--- src/rtl/btb_predictor.sv ---
// btb_predictor: 8-entry direct-mapped branch target buffer for the lc3b pipeline.
//   Fetch side : fetch_valid/fetch_pc looked up, registered pred_valid/hit/taken/target.
//   Update side: upd_valid/upd_ready handshake with upd_pc/upd_target/upd_taken into a
//                small FIFO, drained one record per cycle into the table.
//   flush      : invalidates all entries and drops queued updates.
// Ports: clk, rst (async active-high), fetch_valid, fetch_pc, pred_valid, pred_hit,
//        pred_taken, pred_target, upd_valid, upd_ready, upd_pc, upd_target, upd_taken,
//        flush; with BTB_STATS_EN defined also stat_lookups, stat_hits.
// Optional feature macro: BTB_STATS_EN (saturating lookup/hit counters).
module btb_predictor #(
    parameter int unsigned IDX_W      = 3,
    parameter int unsigned TAG_W      = 12,
    parameter int unsigned FIFO_DEPTH = 2
) (
    input  logic        clk,
    input  logic        rst,
    input  logic        fetch_valid,
    input  logic [15:0] fetch_pc,
    output logic        pred_valid,
    output logic        pred_hit,
    output logic        pred_taken,
    output logic [15:0] pred_target,
    input  logic        upd_valid,
    output logic        upd_ready,
    input  logic [15:0] upd_pc,
    input  logic [15:0] upd_target,
    input  logic        upd_taken,
    input  logic        flush
`ifdef BTB_STATS_EN
    ,
    output logic [15:0] stat_lookups,
    output logic [15:0] stat_hits
`endif
);
    localparam int unsigned Entries = 2 ** IDX_W;
    localparam int unsigned PtrW    = $clog2(FIFO_DEPTH);
    localparam int unsigned CntW    = $clog2(FIFO_DEPTH + 1);

    typedef enum logic [0:0] {StIdle, StWrite} drain_state_e;

    // Table
    logic             tbl_valid  [Entries];
    logic [TAG_W-1:0] tbl_tag    [Entries];
    logic [15:0]      tbl_target [Entries];
    logic [1:0]       tbl_ctr    [Entries];

    // Update FIFO
    logic [15:1]     fifo_pc     [FIFO_DEPTH];
    logic [15:0]     fifo_target [FIFO_DEPTH];
    logic            fifo_taken  [FIFO_DEPTH];
    logic [PtrW-1:0] wptr_q, rptr_q;
    logic [CntW-1:0] count_q, count_d;

    drain_state_e state_q, state_d;
    logic         enq, pop;

    // Bit 0 of a PC never selects an entry.
    logic unused_pc_lsb;
    assign unused_pc_lsb = fetch_pc[0] ^ upd_pc[0];

    // Lookup against current table contents (pre-drain-write on the same edge).
    logic [IDX_W-1:0] lkp_idx;
    logic [TAG_W-1:0] lkp_tag;
    logic             lkp_hit, lkp_taken;
    assign lkp_idx   = fetch_pc[IDX_W:1];
    assign lkp_tag   = fetch_pc[15:IDX_W+1];
    assign lkp_hit   = tbl_valid[lkp_idx] && (tbl_tag[lkp_idx] == lkp_tag);
    assign lkp_taken = lkp_hit && tbl_ctr[lkp_idx][1];

    always_ff @(posedge clk or posedge rst) begin
        if (rst) begin
            pred_valid  <= 1'b0;
            pred_hit    <= 1'b0;
            pred_taken  <= 1'b0;
            pred_target <= 16'h0000;
        end else begin
            pred_valid  <= fetch_valid;
            pred_hit    <= fetch_valid && lkp_hit;
            pred_taken  <= fetch_valid && lkp_taken;
            pred_target <= (fetch_valid && lkp_taken) ? tbl_target[lkp_idx] : 16'h0000;
        end
    end

    // FIFO bookkeeping
    assign enq = upd_valid && upd_ready;

    always_comb begin
        count_d = count_q;
        if (flush) begin
            count_d = '0;
        end else begin
            count_d = count_q + CntW'(enq) - CntW'(pop);
        end
    end

    always_ff @(posedge clk or posedge rst) begin
        if (rst) begin
            wptr_q    <= '0;
            rptr_q    <= '0;
            count_q   <= '0;
            upd_ready <= 1'b1;
        end else begin
            count_q   <= count_d;
            upd_ready <= (count_d < CntW'(FIFO_DEPTH));
            if (flush) begin
                wptr_q <= '0;
                rptr_q <= '0;
            end else begin
                if (enq) wptr_q <= wptr_q + PtrW'(1);
                if (pop) rptr_q <= rptr_q + PtrW'(1);
            end
        end
    end

    // Payload storage needs no reset; count gates every read.
    always_ff @(posedge clk) begin
        if (enq && !flush) begin
            fifo_pc[wptr_q]     <= upd_pc[15:1];
            fifo_target[wptr_q] <= upd_target;
            fifo_taken[wptr_q]  <= upd_taken;
        end
    end

    // Drain FSM: state register / next state / outputs
    always_ff @(posedge clk or posedge rst) begin
        if (rst) state_q <= StIdle;
        else     state_q <= state_d;
    end

    always_comb begin
        state_d = (count_d != '0) ? StWrite : StIdle;
    end

    always_comb begin
        pop = 1'b0;
        unique case (state_q)
            StIdle:  pop = 1'b0;
            StWrite: pop = 1'b1;
            default: pop = 1'b0;
        endcase
    end

    // Apply the head record to the table
    logic [15:1]      drn_pc;
    logic [IDX_W-1:0] drn_idx;
    logic [TAG_W-1:0] drn_tag;
    logic             drn_hit;
    assign drn_pc  = fifo_pc[rptr_q];
    assign drn_idx = drn_pc[IDX_W:1];
    assign drn_tag = drn_pc[15:IDX_W+1];
    assign drn_hit = tbl_valid[drn_idx] && (tbl_tag[drn_idx] == drn_tag);

    always_ff @(posedge clk or posedge rst) begin
        if (rst) begin
            for (int unsigned i = 0; i < Entries; i++) begin
                tbl_valid[i]  <= 1'b0;
                tbl_tag[i]    <= '0;
                tbl_target[i] <= 16'h0000;
                tbl_ctr[i]    <= 2'b01;
            end
        end else if (flush) begin
            for (int unsigned i = 0; i < Entries; i++) tbl_valid[i] <= 1'b0;
        end else if (pop) begin
            if (drn_hit) begin
                if (fifo_taken[rptr_q]) begin
                    if (tbl_ctr[drn_idx] != 2'b11) tbl_ctr[drn_idx] <= tbl_ctr[drn_idx] + 2'b01;
                    tbl_target[drn_idx] <= fifo_target[rptr_q];
                end else if (tbl_ctr[drn_idx] != 2'b00) begin
                    tbl_ctr[drn_idx] <= tbl_ctr[drn_idx] - 2'b01;
                end
            end else if (fifo_taken[rptr_q]) begin
                // Allocation replaces whatever lived at this index.
                tbl_valid[drn_idx]  <= 1'b1;
                tbl_tag[drn_idx]    <= drn_tag;
                tbl_target[drn_idx] <= fifo_target[rptr_q];
                tbl_ctr[drn_idx]    <= 2'b10;
            end
        end
    end

`ifdef BTB_STATS_EN
    // Saturating counters; flush leaves them alone.
    always_ff @(posedge clk or posedge rst) begin
        if (rst) begin
            stat_lookups <= 16'h0000;
            stat_hits    <= 16'h0000;
        end else begin
            if (fetch_valid && stat_lookups != 16'hFFFF) stat_lookups <= stat_lookups + 16'h0001;
            if (fetch_valid && lkp_hit && stat_hits != 16'hFFFF) stat_hits <= stat_hits + 16'h0001;
        end
    end
`endif

endmodule

--- config.mk ---
export PLATFORM = sky130hd
export DESIGN_NAME = btb_predictor
export DESIGN_NICKNAME = d
export VERILOG_FILES = /design/src/rtl/btb_predictor.sv
export SDC_FILE = /design/constraint.sdc
export NUM_CORES = 1
export LEC_CHECK = 0
export ABC_AREA = 0
export CELL_PAD_IN_SITES_DETAIL_PLACEMENT = 0
export CELL_PAD_IN_SITES_GLOBAL_PLACEMENT = 1
export CORE_MARGIN = 5
export CORE_UTILIZATION = 25
export DETAILED_ROUTE_END_ITERATION = 6
export GPL_TIMING_DRIVEN = 0
export HOLD_SLACK_MARGIN = 0.12
export MAX_ROUTING_LAYER = met4
export PLACE_DENSITY = 0.43
export SLEW_MARGIN = 20
export SYNTH_ARGS = -nofsm -noshare
export SYNTH_HDL_FRONTEND = slang
export SYNTH_SLANG_ARGS = --single-unit
--- constraint.sdc ---
create_clock -name clk -period 14.5 [get_ports clk]
set_input_delay 2.9 -clock clk [delete_from_list [all_inputs] [get_ports clk]]
set_output_delay 2.9 -clock clk [all_outputs]
set_load 0.03 [all_outputs]
# ---- Word level (Yosys, flattened, before mapping)
# Memories as Yosys holds them, arrays and structs flattened.
# Index checks and enable logic that the tools add are counted.
dict set report word_totals {
  rom_bits 0
  register_bits 273
  n_memories 3
  latch_bits 0
  word_cells 140
  in_bits 54
  ram_bits 64
}
dict set report classes {
  div_mod_pow 0
  n_mux 52
  mul 0
  reduce_logical 20
  n_eq_ne 5
  shifts 0
  bitwise 9
  n_addsub 6
  magnitude_cmp 4
}
# memory depth width rd rd_ports_with_merged_regs wr line_no
set mem_list {}
lappend mem_list {fifo_target 2 16 1 0 1 49} ;# logic [15:0] fifo_target [FIFO_DEPTH];
lappend mem_list {fifo_pc 2 15 1 0 1 48} ;# logic [15:1] fifo_pc [FIFO_DEPTH];
lappend mem_list {fifo_taken 2 1 1 0 1 50} ;# logic fifo_taken [FIFO_DEPTH];
# cell count
set ops {}
lappend ops {{$mux W16} 9}
lappend ops {{$bwmux W128} 1}
lappend ops {{$bwmux W96} 1}
lappend ops {{$bmux W12 S3} 2}
lappend ops {{$mux W12} 5}
lappend ops {{$bmux W16 S3} 1}
lappend ops {{$demux W16 S3} 1}
lappend ops {{$demux W12 S3} 1}
lappend ops {{$bwmux W16} 2}
lappend ops {{$mux W8} 4}
lappend ops {{$eq A12 B12 Y1} 2}
lappend ops {{$or A8 B8 Y8} 2}
lappend ops {{$reduce_bool A2 Y1} 7}
lappend ops {{$bmux W2 S3} 2}
lappend ops {{$mux W1} 12}
lappend ops {{$mux W2} 6}
lappend ops {{$and A8 B8 Y8} 1}
lappend ops {{$ge A4 B4 Y1 const B} 2}
lappend ops {{$logic_and A1 B1 Y1} 8}
lappend ops {{$not A3 Y4} 2}
lappend ops {{$not A8 Y8} 1}
lappend ops {{$bmux W1 S3} 2}
lappend ops {{$demux W2 S3} 1}
lappend ops {{$reduce_and A3 Y1} 2}
lappend ops {{other kinds (15)} 19}

# ---- Depth between registers and ports, before layout
# An unclocked memory read counts as a cell.
dict set report depth {
  depth_word 11
  depth_mapped 15
  mapped_depth_nobuf 12
}

# ---- Worst setup path after synthesis
# No wires, ideal clock.
dict set report synth_timing {
  path_type {input port to flip-flop}
  startpoint {input upd_valid}
  endpoint {memory fifo_pc[1][0] in the netlist's numbering, enable pin}
  arrival_time_ns 5.429
  path_slack_ns 8.603
  stages 2
  path_cell_list {nand2_1 nor3b_1}
}
dict set report synth_between {
  elab_chain_cells 4
}
# element line_no
set synth_lines {}
lappend synth_lines {{start: declaration} 23} ;# input logic upd_valid,
lappend synth_lines {{$logic_and A1 B1 Y1} 85} ;# assign enq = upd_valid && upd_ready;
lappend synth_lines {{$logic_and A1 B1 Y1} 117} ;# if (enq && !flush) begin
lappend synth_lines {{$mux W1} 117}
lappend synth_lines {{$mux W1 (not written as such)} 118} ;# fifo_pc[wptr_q] <= upd_pc[15:1];
lappend synth_lines {{end: declaration} 48}
# Every way passes these cells.

# ---- Worst setup path in the final report
dict set report layout_timing {
  startpoint {input fetch_pc[1]}
  endpoint {register pred_target[10]}
}
dict set report layout_between {
  elab_chain_cells 9
  elab_cells_between_ends 18
  classes_between {eq/ne: 1; mux: 13; bitwise: 1; reduce/logical: 3}
}
# element line_no
set layout_lines {}
lappend layout_lines {{start: declaration} 18} ;# input logic [15:0] fetch_pc,
lappend layout_lines {{$not A3 Y4 (not written as such) (*)} {67, 68, 80}}
lappend layout_lines {{$bmux W12 S3} 67} ;# assign lkp_hit = tbl_valid[lkp_idx] && (tbl_tag[lkp_idx] == lkp_tag);
lappend layout_lines {{$mux W12 (not written as such) (2 in a row)} 67}
lappend layout_lines {{$eq A12 B12 Y1} 67}
lappend layout_lines {{$logic_and A1 B1 Y1} 67}
lappend layout_lines {{$logic_and A1 B1 Y1} 68} ;# assign lkp_taken = lkp_hit && tbl_ctr[lkp_idx][1];
lappend layout_lines {{$logic_and A1 B1 Y1} 80} ;# pred_target <= (fetch_valid && lkp_taken) ? tbl_target[lkp_idx] : 16'h0000;
lappend layout_lines {{$mux W16 (*)} 80}
lappend layout_lines {{end signal: assignment} 80}
lappend layout_lines {{end: declaration} 22} ;# output logic [15:0] pred_target,
# Every way passes the cells marked *; elsewhere a longest branch is shown, timed or not. The select of a mux whose other input is x is not followed.
# A chain may end at the register's enable or synchronous reset.

==> implementation parameters <==
Parameter                              Value

Placed design
  HPWL Detailed ... 34840 um
  Post-detailed-placement cell area ... 17220 sq um
  Count of buffers inserted at the top-level ports ... 68
  Inst Count DP ... 2100
  Worst slack after detailed placement ... 7000 ps
  Final weighted congestion in routability-driven placement ... 0.7714

CTS
  Maximum count of clock buffers along a single path ... 3
  Clock transition at path regs ... 60 ps
  Hold bufs inserted after CTS ... 0
  Clock network latency to the later pin of the worst-skew pair ... 570 ps
  Root buffer cell ... sky130_fd_sc_hd__clkbuf_16
  Post-CTS setup repair buffer count ... 0
  Clock tree from TritonCTS ... done
  Count of instances resized after the clock tree is built ... 0
  Clock Sinks ... 337
  CTS Buf Count ... 43
  Count of H-tree levels built during CTS ... 2

Timing
  Final worst slack ... 7780 ps
  Slew HR ... 21.95%
  Maximum clock skew at final layout ... 11.99 ps
  Number of setup violations in the final report ... 0
  Clock period minus worst slack ... 6720 ps
  Pin slew with the least headroom to its limit ... 1171 ps
  RSZ-0062 raised after global routing ... false
  FMAX ... 148.8 MHz
  Pins Over Slew Limit ... 0
  Number of hold violations in the final report ... 0
  Final worst path period share ... 46.35%

GRT
  All-layer global routing usage ... 15.73%
  Global-route wire length before repair ... 76150 um
  Vias in the first global route ... 10950
  Total congestion overflow after global routing ... 0
  Largest net degree at the start of global routing ... 96
  Antenna violations before repair ... 2

Power
  Leakage ... 7.661 nW
  Power per cell area ... 184.8 nW/um^2
  Max rail drop VDD ... 0.09539 mV

Layout
  Final-layout fill cell count ... 6281
  Non-filler cells, final ... 2181
  Final nets ... 1413
  Post-route cell area ... 18620 sq um
  Layout overhead on the synthesized area ... 21.14%
  Share of cells above drive strength 1 ... 21.15%

Critical path
  Worst reg2reg startpoint ... rptr_q
  Kind of critical path ... input port to register
  Endpoint class of the critical path ... register
  Max Fanout on Critical Path ... 10
  Depth of the worst register-to-register path ... 12
  Sort of element at the start of the critical path ... input port
  Arrival @ worst endpoint ... 7210 ps
  Data required time of the worst path ... 14990 ps
  Worst r2r dst ... tbl_ctr[7]
  Reg2reg setup slack ... 9490 ps

Floorplan
  Starting density of the core ... 25.10%
  Core region area ... 61260 sq um
  Die height ... 258.0 um
  Number of I/O pins ... 74
  Die area ... 66550 sq um
  Width of the die ... 258.0 um
  Num rows ... 91

Yosys
  Post-synthesis register bit count ... 337
  Post-synth top area cell ... sky130_fd_sc_hd__dfrtp_1
  Netlist area before placement ... 15370 sq um
  Number of synthesized flops with an enable pin ... 64
  Ys async rst share ... 81.01%
  Fraction of synthesized cell area taken by the top area cell type ... 42.97%
  Cells taking the most area after synthesis ... sky130_fd_sc_hd__dfrtp_1, sky130_fd_sc_hd__edfxtp_1, sky130_fd_sc_hd__mux4_2
  Total of warnings raised by yosys ... 0
  Synthesized Nets ... 1289
  Fraction of the yosys area taken by sequential cells ... 57.01%
  Library cells used by synthesis ... 58
  Number of standard cells after synthesis ... 1231
  Main synth FF type ... sky130_fd_sc_hd__dfrtp_1
  Mean instance size in the synthesized netlist ... 12.49 sq um

Job
  Count of max-cap constraint violations ... 0

Min path
  Class of the worst hold path ... register to register
  Launch instance of the worst min-delay path ... tbl_target[93]
  Hold Path Cell Cnt ... 2
  Hold Path End ... tbl_target[93]

Route
  Drt total wl ... 50860 um
  Number of design-rule violations left by the first detailed-router iteration ... 744
  Number of vias in the routed layout ... 10370
  Vias per std cell ... 4.756
  Detailed Routing Iterations Pass 1 ... 5
  Routed Antenna Nets ... 0
  Post-route DRC violation count ... 0
  Final routed wire length divided by cell count ... 23.32 um

Outcome
  Result of the run ... completed
-- state kept, by name, summed over array words and instances, names as in the netlist --
signal and flops:
wptr_q 1, pred_taken 1, rptr_q 1, tbl_valid 8, tbl_ctr 16, fifo_taken 2
pred_target 16, upd_ready 1, pred_valid 1, pred_hit 1, fifo_target 32, count_q 2
state_q 1, fifo_pc 30, tbl_tag 96, tbl_target 128
-- metrics by stage --
step | hold slack [ps] | power (mW) | util (%) | setup TNS (ps)
after global routing | 504.3 | 3.656 | 30.40 | 0
after detailed placement | 468.2 | 2.409 | 28.10 | 0
final | 477.3 | 3.441 | 30.40 | 0
after floorplan | 444.6 | 2.086 | - | 0
after CTS | 482.1 | 3.496 | 30.38 | 0
after global placement | 458.4 | 2.389 | 27.82 | -127190
-- worst max-delay path, stage by stage --
cell	delay, ps
sky130_fd_sc_hd__clkbuf_1	360
sky130_fd_sc_hd__buf_1	720
sky130_fd_sc_hd__mux4_2	600
sky130_fd_sc_hd__mux2i_1	440
sky130_fd_sc_hd__xor2_1	190
sky130_fd_sc_hd__nand3_1	230
sky130_fd_sc_hd__or4_1	570
sky130_fd_sc_hd__inv_1	220
sky130_fd_sc_hd__nand2_1	360
sky130_fd_sc_hd__clkbuf_1	410
sky130_fd_sc_hd__nor2_1	200
-- layout by cell type, fill, tap and decap left out, drive strengths merged, types with 4 or more instances in the layout --
cell	Yosys	routed
nor2	122	122
nand4	8	8
o21ai	54	54
or3	4	4
inv	11	12
nand2b	6	6
clkinv	0	16
nor3	10	10
and3	5	5
edfxtp	64	64
or2	4	4
nand2	130	130
ha	4	4
o22ai	9	9
xor2	19	19
and2	5	5
mux4	60	60
a21oi	89	89
a32oi	12	12
dfrtp	264	264
clkbuf	46	108
a31oi	8	8
o22a	8	8
a32o	6	6
mux2	124	124
clkdlybuf4s50	0	68
buf	34	44
nand3	24	24
mux2i	56	56
dfstp	9	9
-- layer usage --
metal / track usage (%) / up-vias / part of all wire [%]
li1: - / 4739 / -
met1: 22.50 / 5327 / 48
met2: 23.69 / 223 / 45
met3: 2.180 / 83 / 4.0
met4: 4.109 / 0 / 2.3
met5: - / - / 0
-- Yosys cell counts, types with 8 or more instances --
| master | number |
|---|---|
| sky130_fd_sc_hd__o22ai_1 | 9 |
| sky130_fd_sc_hd__dfrtp_1 | 264 |
| sky130_fd_sc_hd__mux2i_1 | 55 |
| sky130_fd_sc_hd__a31oi_1 | 8 |
| sky130_fd_sc_hd__dfstp_2 | 9 |
| sky130_fd_sc_hd__nand3_1 | 24 |
| sky130_fd_sc_hd__inv_1 | 11 |
| sky130_fd_sc_hd__o22a_1 | 8 |
| sky130_fd_sc_hd__buf_2 | 19 |
| sky130_fd_sc_hd__nand2_1 | 130 |
| sky130_fd_sc_hd__mux2_1 | 18 |
| sky130_fd_sc_hd__mux2_2 | 105 |
| sky130_fd_sc_hd__xor2_1 | 19 |
| sky130_fd_sc_hd__nor3_1 | 10 |
| sky130_fd_sc_hd__a32oi_1 | 12 |
| sky130_fd_sc_hd__clkbuf_1 | 46 |
| sky130_fd_sc_hd__a21oi_1 | 89 |
| sky130_fd_sc_hd__buf_1 | 8 |
| sky130_fd_sc_hd__o21ai_0 | 54 |
| sky130_fd_sc_hd__nand4_1 | 8 |
| sky130_fd_sc_hd__mux4_2 | 60 |
| sky130_fd_sc_hd__edfxtp_1 | 64 |
| sky130_fd_sc_hd__nor2_1 | 122 |
-- power by group --
part | total (mW) | switching, mW | leakage (nW) | internal (mW)
combinational | 0.916 | 0.478 | 2.89 | 0.439
clock | 1.06 | 0.434 | 0.688 | 0.624
sequential | 1.47 | 0.191 | 4.08 | 1.28
total | 3.44 | 1.10 | 7.66 | 2.34
-- final cells by class --
class / instances / area [sq um] / area share, %
sequential: 337 / 8765 / 47.06
multi-input combinational: 803 / 6235 / 33.48
clock buffer: 61 / 1265 / 6.792
tap: 790 / 988.4 / 5.308
timing repair buffer: 79 / 830.8 / 4.461
buffer: 80 / 360.3 / 1.935
clock inverter: 19 / 127.6 / 0.6853
inverter: 11 / 48.80 / 0.2620
antenna: 1 / 2.502 / 0.01344
-- cells by family after synthesis --
| family | Yosys count | synth area share [%] |
|---|---|---|
| simple gates | 333 | 9.335 |
| compound gates | 204 | 7.911 |
| xor+xnor | 22 | 1.253 |
| buf+inv | 91 | 2.596 |
| flops | 337 | 57.01 |
| fa+ha+maj | 4 | 0.3256 |
| mux | 240 | 21.57 |
-- how the worst max path moves through the flow --
stage | from | to | slack (ps) | cells after the start
global placement | rst | tbl_target[8] | -510 | 2
CTS | fetch_pc[1] | pred_target[10] | 7600 | 11
floorplan | rst | count_q[0] | 4090 | 1
detailed placement | fetch_pc[1] | pred_target[10] | 7000 | 11
global route | fetch_pc[1] | pred_target[13] | 7420 | 11
finish | fetch_pc[1] | pred_target[10] | 7780 | 11
(Power assumes the default switching activity.)
==> RTL change 1: new RTL, config.mk and constraints unchanged <==
Add a define of `BTB_STATS_EN`.
--- a/src/rtl/btb_predictor.sv
+++ b/src/rtl/btb_predictor.sv
@@ -8,4 +8,6 @@
 //        flush; with BTB_STATS_EN defined also stat_lookups, stat_hits.
 // Optional feature macro: BTB_STATS_EN (saturating lookup/hit counters).
+`define BTB_STATS_EN
+
 module btb_predictor #(
     parameter int unsigned IDX_W      = 3,
Function (old outputs only; new: stat_hits and stat_lookups): no difference found for any inputs over 4 cycles, from zero or initial values and one cycle with rst high; that may be too few to reach the edited logic, so the function may still have changed.
==> RTL change 1 against the unedited design <==
  * Setup slack improved by 0.13 ns
  * Power rose by 6.9%
  * Sequential cell count is 32 higher
  * Cell area increased by 10%
  * Routed wire length increased by 5.7%
  * Area after synthesis is 8.9% higher
  * Global-route usage decreased by 0.43 points
  * Sequential share of layout area is 0.37 points lower
  * Sequential power is 7% higher
  * Clock skew is 0.0053 ns higher
  * Critical path type unchanged
==> RTL change 1: results (changes against the unedited design) <==
Status
  • Outcome: completed

Routing
  • Detailed Route Iter0 Violations: 801 (+7.7%)
  • Wire per inst: 22.4 microns (-4.0%)
  • Vias: 11.3k (+8.5%)
  • Initial DRT Pass Iterations: 7 (+2)

Power
  • Leakage power: 0.00845 uW (+10%)
  • Peak supply drop: 0.0722 mV (-24%)
  • Pint: 2510 uW (+7.3%)

GRT
  • Largest net degree at the start of global routing: 94 (-2.1%)
  • Gr usage total: 0.153 (-0.00428)
  • Initial antenna violation count: 0 (-2)
  • Vias in the first global route: 11.7k (+6.6%)
  • First-pass GRT wire length: 79.9 mm (+5.0%)

Clock network
  • Cts hold-fix bufs: 0 (unchanged)
  • Clock root cell: clkbuf_16
  • Post-CTS Resized: 0 (unchanged)
  • Clk slew on worst S/H paths: 0.06 ns (about the same)
  • Max clock buf depth: 3 (unchanged)
  • H-tree depth reported by CTS: 2 (unchanged)
  • Worst-Skew Late Latency: 0.58 ns
  • Total CTS buffers: 46 (+7.0%)
  • Post-CTS setup buffer count: 0 (unchanged)

Synth
  • Main synth FF type: dfrtp_1
  • Yosys warns: 0 (unchanged)
  • Synth async-reset ratio: 0.827 (+0.0165)
  • Most frequent cells after synthesis: dfrtp_1 (296), nor2_1 (148), nand2_1 (133)
  • Post-synth EDFFs: 64 (unchanged)
  • Post-synthesis sequential area ratio: 0.571 (+0.00105)
  • Mapped Nets: 1402 (+8.8%)
  • Synth top area cells: dfrtp_1 (44%), edfxtp_1 (11%), mux4_2 (8.1%)
  • Distinct cells, synth: 59 (+1.7%)

Worst hold path
  • Hold Path Class: reg2reg

STA
  • Worst clock skew: 0.0173 ns (+0.00527 ns)
  • Slew of the pin with the lowest slew margin: 1.08 ns (-0.0913 ns)

Finish
  • Fillers: 6711 (+6.8%)
  • Net count, final: 1559 (+10%)
  • Top flop regs: tbl_target: 128 flops, tbl_tag: 96 flops, fifo_target: 32 flops
  • Layout cells sized above 1: 0.193 (-0.0180)

Setup path
  • Worst-path maximum fanout: 10 (unchanged)
  • Worst path arrival time: 7.08 ns (-0.13 ns)

Placed design
  • GPL Wtd Cong: 0.774 (+0.30%)
  • # port buffers: 100 (+47%)
  • Detail Placement HPWL: 36.7 mm (+5.5%)
==> RTL change 1: critical path, stage by stage <==
cell      delay, ns
clkbuf_1       0.42
clkbuf_1       0.76
mux4_2         0.41
mux2i_1        0.34
xnor2_1        0.16
nor4_1         0.40
nand4_1        0.42
inv_1          0.27
nand2_1        0.39
clkbuf_1       0.39
nor2_1         0.20
==> RTL change 1: power by group through the flow <==
| stage | Combinational (uW) | Clock (uW) | Sequential, uW |
|---|---|---|---|
| after floorplan | 684 | 0 | 1540 |
| after CTS | 982 | 1190 | 1570 |
| after global routing | 1070 | 1220 | 1610 |
| after detailed placement | 978 | 0 | 1580 |
| final | 967 | 1140 | 1570 |
| after global placement | 961 | 0 | 1580 |
==> RTL change 1: worst paths after layout <==
kind | start | to | slack, ns | cells after the start
worst max-delay path | fetch_pc[2] | pred_target[12] | 7.91 | 11
worst min-delay path | tbl_target[103] | tbl_target[103] | 0.47 | 2
worst max register to register | rptr_q | tbl_ctr[4] | 9.60 | 12
worst min register to register | tbl_target[103] | tbl_target[103] | 0.47 | 2
max in group asynchronous | rst | upd_ready | 10.82 | 3
min in group asynchronous | rst | pred_target[7] | 2.78 | 2
==> RTL change 1: cells by family (layout without fill, tap and decap cells) <==
group,Yosys count,in the layout,share of synthesized area
AND/OR/NAND/NOR,365,365,0.0941
flip-flops,369,369,0.571
AO/OA/AOI/OAI,203,203,0.0750
buffers and inverters,99,292,0.0253
other,0,1,0
multiplexers,248,248,0.203
XOR/XNOR,52,52,0.0272
adder cells (fa/ha/maj),6,6,0.00448
==> RTL change 1: per-layer routing <==
layer | vias up | global-route usage | part of all wire
met4 | 0 | 0.0304 | 0.015
met2 | 254 | 0.225 | 0.44
met5 | - | - | 0
met1 | 5778 | 0.224 | 0.49
met3 | 54 | 0.0260 | 0.047
li1 | 5165 | - | -
==> RTL change 1: area by class of cell <==
| cell class | count | area (sq um) | share of cell area |
|---|---|---|---|
| clock buffers | 65 | 1310 | 0.0641 |
| multi-input cells | 874 | 6780 | 0.331 |
| repair buffers | 109 | 1130 | 0.0551 |
| flip-flops and latches | 369 | 9570 | 0.467 |
| diodes | 1 | 2.50 | 0.000122 |
| plain buffers | 76 | 342 | 0.0167 |
| inverters | 23 | 93.8 | 0.00458 |
| clock inverters | 19 | 178 | 0.00867 |
| well taps | 864 | 1080 | 0.0528 |
==> RTL change 1: per-stage QoR <==
step	TNS [ns]	cells	cell area, sq um	setup slack (ns)
after global placement	-523.91	2306	18800	-1.82
after detailed placement	0	2315	19000	6.98
final	0	2400	20500	7.91
after floorplan	0	1342	16700	3.18
after global routing	0	2399	20500	7.70
after CTS	0	2399	20500	7.60
==> RTL change 2: new RTL, config.mk and constraints unchanged <==
Without the edit above. Add an input register stage for `upd_target`, cleared by the reset; this delays it by one clock. The other inputs are not delayed to match.
--- a/src/rtl/btb_predictor.sv
+++ b/src/rtl/btb_predictor.sv
@@ -39,4 +39,14 @@
     typedef enum logic [0:0] {StIdle, StWrite} drain_state_e;
 
+    logic [15:0] upd_target_q;
+
+    always_ff @(posedge clk or posedge rst) begin
+        if (rst) begin
+            upd_target_q <= '0;
+        end else begin
+            upd_target_q <= upd_target;
+        end
+    end
+
     // Table
     logic             tbl_valid  [Entries];
@@ -117,5 +127,5 @@
         if (enq && !flush) begin
             fifo_pc[wptr_q]     <= upd_pc[15:1];
-            fifo_target[wptr_q] <= upd_target;
+            fifo_target[wptr_q] <= upd_target_q;
             fifo_taken[wptr_q]  <= upd_taken;
         end
Function: not settled (the Yosys comparison gave no result); the edit may change what the design does.
==> RTL change 2 against the unedited design <==
  * Cell area rose by 3.3%
  * Largest power group unchanged
  * Synthesized cell count rose by 1.5%
  * Clock power rose by 6%
  * Non-clock buffer count fell by 2
  * Sequential cell count rose by 16
  * Maximum frequency rose by 6.6%
  * Routed wire length fell by 2.1%
  * Setup slack improved by 0.42 ns
  * Worst hold slack got worse by 0.033 ns
  * Area after synthesis rose by 3.1%
  * Count of clock-buffer cells in the layout rose by 10
  * Power rose by 3.4%
  * Core utilization rose by 0.16 points
==> RTL change 2: results (changes against the unedited design) <==
Worst hold path
  • Hold path depth: 0 (-2)
  • Min-Delay Endpoint: fifo_target[1][5]

Routing
  • Routed wl met2: 21.9 mm (-4.8%)
  • Initial DRT Pass Iterations: 7 (+2)
  • Met3 wire length: 2.13 mm (+3.8%)
  • Met1 WL: 24.7 mm (about the same)
  • Detailed Route Iter0 Violations: 614 (-17%)

Synth
  • Synth async-reset ratio: 0.819 (+0.00861)
  • Most frequent cells after synthesis: dfrtp_1 (280), nand2_1 (135), nor2_1 (119)
  • Post-synthesis sequential area ratio: 0.579 (+0.00839)
  • Mapped Nets: 1308 (+1.5%)
  • Synth Area in Compound Gates: 0.0764 (-0.00266)
  • Distinct cells, synth: 62 (+6.9%)
  • Xor/xnor cell area share of the yosys netlist: 0.0111 (-0.00148)
  • Average cell area after synthesis: 12.7 sq um (+1.5%)

Setup path
  • R2R Setup Slk: 9.84 ns (+0.35 ns)
  • Worst R2R Path Depth: 13 (+1)
  • Worst R2R Start: fifo_pc[1][0]
  • Worst R2R End: tbl_tag[1]
  • Worst path arrival time: 6.80 ns (-0.41 ns)

GRT
  • Largest net degree at the start of global routing: 103 (+7.3%)
  • First-pass GRT wire length: 75.1 mm (-1.3%)

Finish
  • Net count, final: 1434 (+1.5%)
  • # diodes: 0 (-1)
  • Fillers: 6419 (+2.2%)

Power
  • Peak supply drop: 0.0863 mV (-9.5%)
  • Leakage power: 0.00790 uW (+3.1%)

Placed design
  • Dpl cells: 2175 (+3.6%)
  • DP Worst Slack: 7.33 ns (+0.332 ns)
  • Detail Placement HPWL: 34.6 mm (-0.68%)

Status
  • Outcome: completed

STA
  • Worst clock skew: 0.0294 ns (+0.0174 ns)
  • Slew of the pin with the lowest slew margin: 1.25 ns (+0.0760 ns)

Clock network
  • Total CTS buffers: 45 (+4.7%)
## RTL change 2: area by class of cell
cell class	count	area [sq um]	area share
flip-flops and latches	353	9170	0.476
multi-input cells	802	6280	0.326
clock buffers	71	1370	0.0709
well taps	846	1060	0.0550
repair buffers	79	838	0.0436
plain buffers	78	348	0.0181
clock inverters	9	119	0.00618
inverters	17	71.3	0.00371
## RTL change 2: kinds of logic after synthesis
kind of cell,count (synthesis)
buf+inv,95
flops,353
compound gates,203
mux,247
xor+xnor,20
fa+ha+maj,4
simple gates,328
## RTL change 2: stage by stage
step / cell area, sq um / TNS, ns
3_3_place_gp: 17600 / -303.45
6_report: 19200 / 0
3_5_place_dp: 17800 / 0
5_1_grt: 19200 / 0
4_1_cts: 19200 / 0
2_1_floorplan: 15800 / 0
## RTL change 2: worst max-delay path: stages
cell      delay, ns
clkbuf_1       0.37
clkbuf_1       0.76
mux4_2         0.43
mux2i_1        0.32
xor2_1         0.18
nand4_1        0.27
or4_1          0.62
inv_1          0.13
nand2_1        0.27
clkbuf_1       0.36
nor2_1         0.18
## RTL change 2: metal layers
layer	up-vias	GRT usage
li1	4796	-
met1	5437	0.220
met2	236	0.221
met3	66	0.0216
met4	0	0.0391
met5	-	-
## RTL change 2: worst max-delay path by stage
stage	startpoint	to	slack (ns)	cells past startpoint
6_report	fetch_pc[2]	pred_target[9]	8.20	11
5_1_grt	fetch_pc[1]	pred_target[7]	7.81	11
4_1_cts	fetch_pc[2]	pred_target[13]	7.96	11
3_5_place_dp	fetch_pc[2]	pred_target[13]	7.33	11
3_3_place_gp	rst	pred_target[6]	-1.15	2
2_1_floorplan	rst	count_q[0]	3.64	1
## RTL change 2: power breakdown
part | internal, uW | switching [uW] | total [uW]
logic | 438 | 503 | 941
clock network | 680 | 438 | 1120
registers | 1320 | 185 | 1500
total | 2430 | 1130 | 3560
